[config.mk]
export PLATFORM = sky130hd
export DESIGN_NAME = dadda_dot_accumulator_flat
export DESIGN_NICKNAME = d
export VERILOG_FILES = /design/src/rtl/dadda_dot_accumulator_if.sv /design/src/rtl/dadda_dot_accumulator.sv /design/src/flat_wrapper.sv
export SDC_FILE = /design/constraint.sdc
export NUM_CORES = 1
export LEC_CHECK = 0
export CORE_ASPECT_RATIO = 0.75
export CORE_UTILIZATION = 44
export CTS_CLUSTER_SIZE = 10
export DETAILED_ROUTE_END_ITERATION = 8
export PLACE_DENSITY = 0.69
export SYNTH_ARGS = -nofsm -noshare
export SYNTH_HDL_FRONTEND = slang
export SYNTH_SLANG_ARGS = --single-unit
[constraint.sdc]
create_clock -name clk -period 8.3 [get_ports clk]
set_input_delay 0.83 -clock clk [delete_from_list [all_inputs] [get_ports clk]]
set_output_delay 0.83 -clock clk [all_outputs]
set_load 0.05 [all_outputs]
[src/rtl/dadda_dot_accumulator_if.sv]
// Product-stream in / dot-product result out handshake bundle for dadda_dot_accumulator.
// The accumulator takes the slave view; the product source and result sink take the master view.
interface dadda_dot_accumulator_if #(
  parameter int ACC_W   = 24,
  parameter int MAX_LEN = 256
);
  localparam int CNT_W = $clog2(MAX_LEN + 1);

  logic             in_valid;
  logic             in_ready;
  logic [15:0]      in_p;
  logic             in_last;
  logic             out_valid;
  logic             out_ready;
  logic [ACC_W-1:0] out_sum;
  logic [CNT_W-1:0] out_count;
  logic             out_ovf;

  modport master (
    output in_valid, in_p, in_last, out_ready,
    input  in_ready, out_valid, out_sum, out_count, out_ovf
  );

  modport slave (
    input  in_valid, in_p, in_last, out_ready,
    output in_ready, out_valid, out_sum, out_count, out_ovf
  );
endinterface

[src/rtl/dadda_dot_accumulator.sv]
// Saturating dot-product accumulator behind the 8x8 Dadda multiplier: one beat per cycle,
// result presented the cycle after the terminating beat and held (input stalled) until taken.
module dadda_dot_accumulator #(
  parameter int ACC_W   = 24,
  parameter int MAX_LEN = 256
) (
  input logic                    clk,
  input logic                    rst,
  dadda_dot_accumulator_if.slave bus
);
  localparam int CNT_W = $clog2(MAX_LEN + 1);
  localparam logic [ACC_W-1:0] ACC_MAX  = '1;
  localparam logic [CNT_W-1:0] CNT_LAST = CNT_W'(MAX_LEN);

  typedef enum logic [1:0] {
    IDLE  = 2'd0,
    ACCUM = 2'd1,
    HOLD  = 2'd2
  } state_t;

  state_t           state, state_nxt;
  logic [ACC_W-1:0] acc, acc_nxt;
  logic [CNT_W-1:0] cnt, cnt_nxt;
  logic             ovf, ovf_nxt;

  logic             accept;
  logic [ACC_W-1:0] base;
  logic [ACC_W:0]   sum;
  logic             sat;
  logic [CNT_W-1:0] cnt_inc;
  logic             done;

  always_ff @(posedge clk) begin
    if (rst) begin
      state <= IDLE;
      acc   <= '0;
      cnt   <= '0;
      ovf   <= 1'b0;
    end else begin
      state <= state_nxt;
      acc   <= acc_nxt;
      cnt   <= cnt_nxt;
      ovf   <= ovf_nxt;
    end
  end

  // A fresh vector starts from zero so nothing needs clearing on the way out of HOLD.
  always_comb begin
    accept  = bus.in_valid && (state != HOLD);
    base    = (state == IDLE) ? '0 : acc;
    sum     = {1'b0, base} + (ACC_W + 1)'(bus.in_p);
    sat     = sum[ACC_W];
    cnt_inc = (state == IDLE) ? CNT_W'(1) : cnt + CNT_W'(1);
    done    = bus.in_last || (cnt_inc == CNT_LAST);
  end

  always_comb begin
    state_nxt = state;
    acc_nxt   = acc;
    cnt_nxt   = cnt;
    ovf_nxt   = ovf;
    case (state)
      IDLE, ACCUM: begin
        if (accept) begin
          acc_nxt   = sat ? ACC_MAX : sum[ACC_W-1:0];
          cnt_nxt   = cnt_inc;
          ovf_nxt   = sat || ((state == ACCUM) && ovf);
          state_nxt = done ? HOLD : ACCUM;
        end
      end
      HOLD: begin
        if (bus.out_ready) state_nxt = IDLE;
      end
      default: state_nxt = IDLE;
    endcase
  end

  // Result fields read as zero whenever no result is being offered.
  always_comb begin
    bus.in_ready  = (state != HOLD);
    bus.out_valid = (state == HOLD);
    bus.out_sum   = (state == HOLD) ? acc : '0;
    bus.out_count = (state == HOLD) ? cnt : '0;
    bus.out_ovf   = (state == HOLD) && ovf;
  end
endmodule
[src/flat_wrapper.sv]
// flat-port wrapper written by rule: the top's interface ports become plain ports
module dadda_dot_accumulator_flat 
#(
  parameter int ACC_W   = 24,
  parameter int MAX_LEN = 256
)
  (clk, rst, bus_in_valid, bus_in_p, bus_in_last, bus_out_ready, bus_in_ready, bus_out_valid, bus_out_sum, bus_out_count, bus_out_ovf);
  dadda_dot_accumulator_if #(.ACC_W(ACC_W), .MAX_LEN(MAX_LEN)) bus_i ();
  input logic clk;
  input logic rst;
  input wire logic [$bits(bus_i.in_valid)-1:0] bus_in_valid;
  input wire logic [$bits(bus_i.in_p)-1:0] bus_in_p;
  input wire logic [$bits(bus_i.in_last)-1:0] bus_in_last;
  input wire logic [$bits(bus_i.out_ready)-1:0] bus_out_ready;
  output wire logic [$bits(bus_i.in_ready)-1:0] bus_in_ready;
  output wire logic [$bits(bus_i.out_valid)-1:0] bus_out_valid;
  output wire logic [$bits(bus_i.out_sum)-1:0] bus_out_sum;
  output wire logic [$bits(bus_i.out_count)-1:0] bus_out_count;
  output wire logic [$bits(bus_i.out_ovf)-1:0] bus_out_ovf;
  assign bus_i.in_valid = bus_in_valid;
  assign bus_i.in_p = bus_in_p;
  assign bus_i.in_last = bus_in_last;
  assign bus_i.out_ready = bus_out_ready;
  assign bus_in_ready = bus_i.in_ready;
  assign bus_out_valid = bus_i.out_valid;
  assign bus_out_sum = bus_i.out_sum;
  assign bus_out_count = bus_i.out_count;
  assign bus_out_ovf = bus_i.out_ovf;
  dadda_dot_accumulator #(.ACC_W(ACC_W), .MAX_LEN(MAX_LEN)) u_core (.clk(clk), .rst(rst), .bus(bus_i));
endmodule
==> results of run 1 <==
[where the power goes]
part | leakage (uW) | internal (uW) | total, uW | switching [uW]
Combinational | 0.000957 | 47.0 | 120 | 73.3
Sequential | 0.000295 | 183 | 192 | 9.30
Clock | 0.0000510 | 66.4 | 135 | 68.3
Total | 0.00130 | 296 | 447 | 151
[worst max-delay path by stage]
stage                                       startpoint                           to  slack, ns
after floorplan           u_core.state[0]$_SDFFE_PP0P_  u_core.acc[16]$_SDFFE_PP0P_       5.23
after global placement                     bus_in_p[0]  u_core.acc[19]$_SDFFE_PP0P_       4.55
after detailed placement                   bus_in_p[0]  u_core.acc[19]$_SDFFE_PP0P_       4.46
after CTS                 u_core.state[1]$_SDFFE_PP0P_  u_core.acc[19]$_SDFFE_PP0P_       4.49
after global routing      u_core.state[1]$_SDFFE_PP0P_  u_core.acc[19]$_SDFFE_PP0P_       4.15
final                     u_core.state[0]$_SDFFE_PP0P_  u_core.acc[19]$_SDFFE_PP0P_       4.44
[synthesized netlist by cell type, drive strengths merged (7+ instances only)]
cell type and n:
dfxtp 36, and2 48, clkbuf 20, a21oi 36
nand3 16, o21ai 25, xor2 10, a211oi 18
ha 17, nand2 33, xnor2 7, nor2 39
[worst max-delay path: stages, from the launching register on]
cell and delay (ns):
dfxtp_1 0.38, or2_0 0.55, and2_1 0.32, ha_1 0.22, fa_1 0.44, nand3_1 0.13
a21oi_1 0.10, o32ai_1 0.49, o21a_1 0.74, a311o_1 0.28, a31oi_1 0.04
[per-layer routing]
| layer | vias up | share of wire (%) | routed length, um |
|---|---|---|---|
| met3 | 5 | 5.8 | 455 |
| met4 | 0 | 0.62 | 48 |
| li1 | 1517 | - | - |
| met5 | - | 0 | 0 |
| met1 | 1413 | 52 | 4050 |
| met2 | 88 | 42 | 3250 |
[kinds of logic after synthesis]
family	after synthesis	synth area share (%)
simple gates	174	31.3
fa+ha+maj	18	7.89
compound gates	120	26.7
flops	36	24.4
xor+xnor	17	5.05
buf+inv	32	4.28
mux	1	0.339
[registers in the layout (all words and copies together) (netlist names)]
name / count
u_core.acc: 24
u_core.cnt: 9
u_core.state: 2
u_core.ovf: 1
[area by class of cell]
type	instances	area, um^2
Clock buffer	6	82.6
Clock inverter	2	10.0
Fill cell	633	2760
Inverter	6	22.5
Multi-Input combinational cell	330	2100
Sequential cell	36	721
Tap cell	81	101
Timing Repair Buffer	59	583
[through the flow]
stage | cells | hold slack (ns) | total power (uW) | area [um^2] | worst slack, ns
floorplan | 398 | 0.458 | 279 | 2950 | 5.23
global placement | 512 | 0.484 | 314 | 3530 | 4.55
detailed placement | 512 | 0.492 | 315 | 3530 | 4.46
CTS | 520 | 0.504 | 449 | 3620 | 4.49
global route | 520 | 0.533 | 469 | 3620 | 4.15
finish | 520 | 0.508 | 447 | 3620 | 4.44
==> flow_metrics.py, run 1 <==
metrics = {
    "clocking": {
        "cts_tree": "yes",
        "clk-insertion-delay-late_ns": 0.30,
        "clockBufferDepth": 2,
        "cts_hold_buf": 0,
        "numCtsBuffers": 5,
        "cts.htree.levels": 2,
        "postCtsSetupBuffers": 0,
        "cts_root_buf": "clkbuf_8",
        "cts.repair.resized": 0,
        "clkSinkCount": 36,
        "cts.clk_slew.worst_paths_ns": 0.08,
    },
    "synth": {
        "avgSynthCellArea_um2": 7.41,
        "synthDistinctLibCells": 56,
        "synth_seq_cells": 36,
        "async_flop_share_pct": 0,
        "synth_nets": 437,
        "seq_area_frac_synth_pct": 24.4,
        "syn_inst": 398,
        "syn-cell-area_um2": 2950,
        "ys_top_cells_by_area": "dfxtp_1, and2_1, ha_1",
        "ys_warn_count": 0,
        "synth-edff-count": 0,
        "synth_top_cell_by_area": "dfxtp_1",
        "synth_top_area_share_pct": 24.4,
        "synth_ff_type": "dfxtp_1",
    },
    "min_path": {
        "hold_depth": 2,
        "hold_path.class": "reg -> reg",
        "worstHoldEndpoint": "u_core.acc[5]$_SDFFE_PP0P_",
        "hp-start": "u_core.acc[5]$_SDFFE_PP0P_",
    },
    "placement": {
        "io_buffers": 56,
        "gp_congestion": 0.867,
        "hpwl_um": 5560,
    },
    "critical_path": {
        "path_max_fanout": 21,
        "r2r-start": "u_core.state[0]$_SDFFE_PP0P_",
        "rrSetupSlack_ns": 4.44,
        "required_ns": 8.43,
        "arrival_ns": 3.99,
        "rr_worst_depth": 10,
        "start_kind": "flip-flop",
        "end_kind": "flip-flop",
        "rr_endpoint": "u_core.acc[19]$_SDFFE_PP0P_",
        "path_class": "reg -> reg",
    },
    "drt": {
        "drt_iter0_drc": 216,
        "vias_per_cell": 5.81,
        "vias": 3023,
        "drtAntennaViolNets": 0,
        "first_pass_iters": 4,
        "drc": 0,
        "wl_per_cell_um": 15.0,
        "finalWirelength_um": 7800,
    },
    "global_route": {
        "overflow": 0,
        "met1_usage_pct": 35.4,
        "grt_pass1_wl_um": 12600,
        "grt_use_total_pct": 22.9,
        "grt_pass1_vias": 2597,
        "grt_max_degree": 43,
        "grt.busiest_layer": "met1",
        "use_met2_pct": 33.6,
        "grt_use_met3_pct": 3.85,
        "antenna_found_initial": 0,
    },
    "timing": {
        "finalMaxSlewViolations": 0,
        "skew_ns": 0.0108,
        "worst_pin_slew_ns": 0.853,
        "min_period_ns": 3.86,
        "rsz0062_at_grt": "false",
        "slew_headroom_pct": 43.1,
        "setup_viol_count_final": 0,
        "fmax_mhz": 259,
        "hold_violations": 0,
        "post-route-period-util_pct": 46.5,
        "tns_ns": 0,
    },
    "floorplanning": {
        "die_h_um": 72.9,
        "fp.dieW_um": 96.5,
        "io-pin-count": 57,
        "dieArea_um2": 7040,
        "core_area_um2": 6380,
        "start_util_pct": 46.2,
        "placement_rows": 25,
    },
    "layout": {
        "n_antenna_cell": 0,
        "fin_nets": 477,
        "area_growth_syn_to_layout_pct": 22.9,
        "final_common_cell": "clkdlybuf4s50_1",
        "final_util_pct": 56.8,
        "most-common-layout-cells": "clkdlybuf4s50_1, and2_1, nor2_1",
        "layout-drive-gt1-share_pct": 4.33,
    },
    "power_and_ir_drop": {
        "worst_ir_drop_vdd_mv": 0.0617,
        "power-per-cell-area_nw_per_um2": 123,
        "p_leak_uw": 0.00130,
    },
    "job": {
        "maxCapViolCount": 0,
    },
    "status": {
        "status": "finished, final reports clean",
    },
}
(Power assumes the default switching activity.)
==> run 2, diff against run 1 <==
--- a/config.mk
+++ b/config.mk
@@ -9,7 +9,7 @@
 export CORE_UTILIZATION = 44
 export CTS_CLUSTER_SIZE = 10
 export DETAILED_ROUTE_END_ITERATION = 8
-export PLACE_DENSITY = 0.69
+export PLACE_DENSITY = 0.72
 export SYNTH_ARGS = -nofsm -noshare
 export SYNTH_HDL_FRONTEND = slang
 export SYNTH_SLANG_ARGS = --single-unit
==> constraint.sdc (replaced) <==
create_clock -name clk -period 3.1 [get_ports clk]
set_input_delay 0.31 -clock clk [delete_from_list [all_inputs] [get_ports clk]]
set_output_delay 0.31 -clock clk [all_outputs]
set_load 0.05 [all_outputs]
==> run 2 against run 1 <==
  * Setup slack worse by 4.3 ns
  * Global-route usage up 1.8 points
  * Sequential power increased to 2.7 times the previous value
  * Critical path type unchanged
  * Critical endpoint is now u_core.acc[23]$_SDFFE_PP0P_
  * Largest cell class unchanged
  * Largest power group unchanged
  * Highest routed layer unchanged
==> flow_metrics.py, run 2 (synthesis results as in run 1) <==
metrics = {
    "timing": {
        "skew_ns": 0.00523,
        "hold_violations": 0,
        "worst_pin_slew_ns": 0.526,
        "setup_slack_ns": 0.184,
        "whs_ns": 0.512,
        "fmax_mhz": 343,
        "post-route-period-util_pct": 94.1,
        "finalMaxSlewViolations": 0,
        "tns_ns": 0,
        "slew_headroom_pct": 64.5,
        "setup_viol_count_final": 0,
        "min_period_ns": 2.92,
        "rsz0062_at_grt": "false",
    },
    "global_route": {
        "grt_use_met3_pct": 4.06,
        "met1_usage_pct": 37.1,
        "grt_use_total_pct": 24.7,
        "use_met2_pct": 36.5,
        "antenna_found_initial": 0,
        "grt_pass1_vias": 2817,
        "grt_pass1_wl_um": 13600,
        "overflow": 0,
        "grt.busiest_layer": "met1",
        "grt_max_degree": 32,
    },
    "status": {
        "status": "finished, final reports clean",
    },
    "critical_path": {
        "required_ns": 3.28,
        "start_kind": "flip-flop",
        "end_kind": "flip-flop",
        "arrival_ns": 3.10,
        "rrSetupSlack_ns": 0.18,
        "path_max_fanout": 22,
        "path_class": "reg -> reg",
    },
    "placement": {
        "io_buffers": 56,
        "gp_congestion": 0.932,
        "hpwl_um": 6030,
        "place_ws_ns": 0.251,
        "place_inst": 524,
        "post_dp_cell_area_um2": 3620,
    },
    "layout": {
        "n_antenna_cell": 0,
        "top_register": "u_core.acc",
        "most-common-layout-cells": "clkdlybuf4s50_1, and2_1, nor2_1",
        "largest_register_ffs": 24,
        "layout-drive-gt1-share_pct": 6.87,
        "area_growth_syn_to_layout_pct": 26.6,
        "final_cells": 532,
        "top_regs": "u_core.acc x24, u_core.cnt x9, u_core.state x2",
        "final_common_cell": "clkdlybuf4s50_1",
        "fin_nets": 489,
        "stdcell_area_um2": 3730,
    },
    "drt": {
        "wl_per_cell_um": 15.2,
        "first_pass_iters": 5,
        "drc": 0,
        "vias_per_cell": 5.83,
        "vias": 3100,
        "drtAntennaViolNets": 0,
        "finalWirelength_um": 8070,
        "drt_iter0_drc": 210,
    },
    "clocking": {
        "cts_root_buf": "clkbuf_8",
        "postCtsSetupBuffers": 0,
        "cts_tree": "yes",
        "clk-insertion-delay-late_ns": 0.30,
        "cts.clk_slew.worst_paths_ns": 0.08,
        "cts.repair.resized": 0,
        "clockBufferDepth": 2,
        "cts_hold_buf": 0,
        "cts.htree.levels": 2,
        "clkSinkCount": 36,
        "numCtsBuffers": 5,
    },
    "floorplanning": {
        "die_h_um": 72.9,
        "start_util_pct": 46.2,
        "dieArea_um2": 7040,
        "core_area_um2": 6380,
        "placement_rows": 25,
        "io-pin-count": 57,
        "fp.dieW_um": 96.5,
    },
    "power_and_ir_drop": {
        "p_leak_uw": 0.00137,
        "power-per-cell-area_nw_per_um2": 344,
        "worst_ir_drop_vdd_mv": 0.250,
    },
    "min_path": {
        "hold_path.class": "reg -> reg",
    },
    "job": {
        "maxCapViolCount": 0,
    },
}
run 2: metal layers:
metal / share of wire (%) / vias up / wire (um)
met2: 42 / 125 / 3350
met4: 1.3 / 0 / 103
met1: 51 / 1430 / 4070
li1: - / 1536 / -
met5: 0 / - / 0
met3: 6.7 / 9 / 537
run 2: stage by stage:
stage | total power, uW | util (%)
5_1_grt | 1360 | 58.5
6_report | 1290 | 58.5
4_1_cts | 1290 | 58.5
2_1_floorplan | 746 | -
3_5_place_dp | 859 | 56.8
3_3_place_gp | 856 | 56.8
run 2: path summary, 6_finish.rpt:
check,start,depth (start not counted),end
worst max-delay path,u_core.state[0]$_SDFFE_PP0P_,10,u_core.acc[23]$_SDFFE_PP0P_
worst max register to register,u_core.state[0]$_SDFFE_PP0P_,10,u_core.acc[23]$_SDFFE_PP0P_
worst min-delay path,u_core.acc[8]$_SDFFE_PP0P_,2,u_core.acc[8]$_SDFFE_PP0P_
worst min register to register,u_core.acc[8]$_SDFFE_PP0P_,2,u_core.acc[8]$_SDFFE_PP0P_
run 2: final cells by class:
class                   instances  area (um^2)
clock inverters                 3         42.5
repair buffers                 71          673
clock buffers                   5         68.8
flip-flops and latches         36          721
inverters                       6         22.5
multi-input cells             330         2100
well taps                      81          101
fillers                       600         2650
run 2: worst max-delay path, cell delays in order, from the launching register on:
cell       delay (ns)
dfxtp_1          0.31
or2_0            0.27
buf_4            0.24
and2_1           0.18
ha_1             0.38
a21oi_1          0.25
o21ai_0          0.16
a32oi_1          0.26
nand3_1          0.27
a221oi_1         0.36
o2bb2ai_1        0.11
run 2: where the power goes:
group          leakage (uW)  switching, uW  internal, uW  total, uW
clock             0.0000541            195           238        433
sequential         0.000295           22.6           490        513
combinational       0.00102            202           138        341
total               0.00137            419           867       1290
==> run 3, diff against run 2 <==
--- a/config.mk
+++ b/config.mk
@@ -6,10 +6,10 @@
 export NUM_CORES = 1
 export LEC_CHECK = 0
 export CORE_ASPECT_RATIO = 0.75
-export CORE_UTILIZATION = 44
+export CORE_UTILIZATION = 40
 export CTS_CLUSTER_SIZE = 10
 export DETAILED_ROUTE_END_ITERATION = 8
-export PLACE_DENSITY = 0.72
+export PLACE_DENSITY = 0.67
 export SYNTH_ARGS = -nofsm -noshare
 export SYNTH_HDL_FRONTEND = slang
 export SYNTH_SLANG_ARGS = --single-unit
==> run 3 against run 2 <==
  * Sequential cell count is the same
  * Register-to-register slack is essentially flat
  * Combinational power grew 1%
  * Global-route usage shrank 1.8 points
  * Critical path type unchanged
  * Largest power group unchanged
==> flow_metrics.py, run 3 (synthesis results as in run 1) <==
metrics = {
    "drt": {
        "drt_iter0_drc": 172,
        "finalWirelength_um": 8500,
        "drc": 0,
        "vias_per_cell": 5.65,
        "vias": 3078,
        "first_pass_iters": 4,
        "wl_per_cell_um": 15.6,
        "drtAntennaViolNets": 0,
    },
    "timing": {
        "whs_ns": 0.496,
        "finalMaxSlewViolations": 0,
        "skew_ns": 0.00555,
        "rsz0062_at_grt": "false",
        "slew_headroom_pct": 46.4,
        "tns_ns": 0,
        "fmax_mhz": 342,
        "min_period_ns": 2.93,
        "post-route-period-util_pct": 94.4,
        "setup_viol_count_final": 0,
        "worst_pin_slew_ns": 0.794,
        "hold_violations": 0,
    },
    "floorplanning": {
        "fp.dieW_um": 101,
        "die_h_um": 76.4,
        "core_area_um2": 6960,
        "io-pin-count": 57,
        "dieArea_um2": 7720,
        "start_util_pct": 42.4,
        "placement_rows": 26,
    },
    "critical_path": {
        "rrSetupSlack_ns": 0.17,
        "path_max_fanout": 32,
        "r2r-start": "u_core.state[0]$_SDFFE_PP0P_",
        "setup.worst_path.start": "u_core.state[0]$_SDFFE_PP0P_",
        "start_kind": "flip-flop",
        "critPathCapture": "u_core.acc[19]$_SDFFE_PP0P_",
        "end_kind": "flip-flop",
        "required_ns": 3.32,
        "cp_top_family": "compound AO/OA/AOI/OAI gates",
        "max_stage_delay_ns": 0.45,
        "path_class": "reg -> reg",
        "crit_chain": "or2_0, buf_12, and2_1, ha_1, a211oi_2, o21ai_2, a31oi_1, o31ai_2, a311o_1, a31oi_1",
        "path_buf_inv": 1,
        "critPathSlowestCell": "a31oi_1",
        "crit_cells": 10,
        "arrival_ns": 3.15,
        "rr_endpoint": "u_core.acc[19]$_SDFFE_PP0P_",
        "rr_worst_depth": 10,
        "cp_common_cell": "a31oi_1",
    },
    "layout": {
        "n_antenna_cell": 0,
        "most-common-layout-cells": "clkdlybuf4s50_1, and2_1, nor2_1",
        "fin_nets": 485,
        "area_growth_syn_to_layout_pct": 27.7,
        "layout-drive-gt1-share_pct": 6.71,
        "stdcell_area_um2": 3770,
        "nFillCells": 696,
        "top_regs": "u_core.acc x24, u_core.cnt x9, u_core.state x2",
        "final_common_cell": "clkdlybuf4s50_1",
        "final_cells": 545,
        "largest_register_ffs": 24,
        "top_register": "u_core.acc",
    },
    "power_and_ir_drop": {
        "power-per-cell-area_nw_per_um2": 343,
        "pwr-share-seq_pct": 39.7,
        "power.total_uw": 1290,
        "p_int_uw": 868,
        "p_switching_uw": 425,
        "switching_share_pct": 32.9,
        "p_comb_share_pct": 26.8,
        "worst_ir_drop_vdd_mv": 0.186,
        "clkPwrFrac_pct": 33.5,
        "p_leak_uw": 0.00136,
    },
    "global_route": {
        "grt_pass1_vias": 2798,
        "overflow": 0,
        "antenna_found_initial": 0,
        "grt_pass1_wl_um": 14100,
        "grt_use_total_pct": 22.9,
        "grt_max_degree": 33,
    },
    "clocking": {
        "cts.clk_slew.worst_paths_ns": 0.08,
        "cts_root_buf": "clkbuf_8",
        "clockBufferDepth": 2,
        "cts.htree.levels": 2,
        "clk-insertion-delay-late_ns": 0.30,
        "numCtsBuffers": 5,
        "cts_hold_buf": 0,
        "clkSinkCount": 36,
        "cts_tree": "yes",
    },
    "job": {
        "maxCapViolCount": 0,
    },
    "placement": {
        "place_inst": 537,
        "gp_congestion": 0.896,
        "post_dp_cell_area_um2": 3640,
        "hpwl_um": 6150,
        "io_buffers": 56,
    },
    "status": {
        "status": "finished, final reports clean",
    },
    "min_path": {
        "hold_path.class": "reg -> reg",
    },
}
[run 3: tightest hold or removal path, cell delays in order (launching register included)]
cell and delay (ns):
dfxtp_1 0.34, nand2_1 0.06, a21oi_1 0.05
[run 3: power groups by stage]
stage          clock network, uW  registers, uW  logic [uW]
5_1_grt                      458            517         380
2_1_floorplan                  0            517         229
4_1_cts                      434            513         342
3_5_place_dp                   0            523         340
3_3_place_gp                   0            523         335
6_report                     433            513         346
[run 3: how the worst min path moves through the flow]
stage,cells after the start,slack (ns),end,start
4_1_cts,2,0.49,u_core.cnt[8]$_SDFFE_PP0P_,u_core.cnt[8]$_SDFFE_PP0P_
3_3_place_gp,2,0.47,u_core.cnt[8]$_SDFFE_PP0P_,u_core.cnt[8]$_SDFFE_PP0P_
6_report,2,0.50,u_core.cnt[8]$_SDFFE_PP0P_,u_core.cnt[8]$_SDFFE_PP0P_
5_1_grt,2,0.52,u_core.cnt[8]$_SDFFE_PP0P_,u_core.cnt[8]$_SDFFE_PP0P_
2_1_floorplan,2,0.46,u_core.cnt[8]$_SDFFE_PP0P_,u_core.cnt[8]$_SDFFE_PP0P_
3_5_place_dp,2,0.48,u_core.cnt[8]$_SDFFE_PP0P_,u_core.cnt[8]$_SDFFE_PP0P_
[run 3: what timing repair did]
| item | CTS | global route |
|---|---|---|
| endpoints found under the setup margin | 0 | 17 |
| setup buffers | 0 | 0 |
| gates resized for setup | 0 | 5 |
[run 3: final cells by class]
cell class | count | area [um^2] | share of cell area (%)
Multi-Input combinational cell | 330 | 2120 | 56.2
Sequential cell | 36 | 721 | 19.1
Timing Repair Buffer | 67 | 672 | 17.8
Tap cell | 98 | 123 | 3.26
Clock buffer | 5 | 68.8 | 1.83
Clock inverter | 3 | 42.5 | 1.13
Inverter | 6 | 22.5 | 0.598
[run 3: per-layer routing]
metal  vias to the layer above  global-route usage, %  wire length [um]
met3                         9                   3.49               452
li1                       1531                      -                 -
met5                         -                      0                 0
met2                       113                   31.8              3490
met1                      1425                   36.3              4480
met4                         0                   4.93                74
[run 3: metrics by stage]
step	util [%]	setup slack, ns
6_report	54.1	0.173
5_1_grt	54.1	0.0103
4_1_cts	53.9	0.140
3_5_place_dp	52.3	0.185
3_3_place_gp	52.3	0.238
2_1_floorplan	-	0.0305
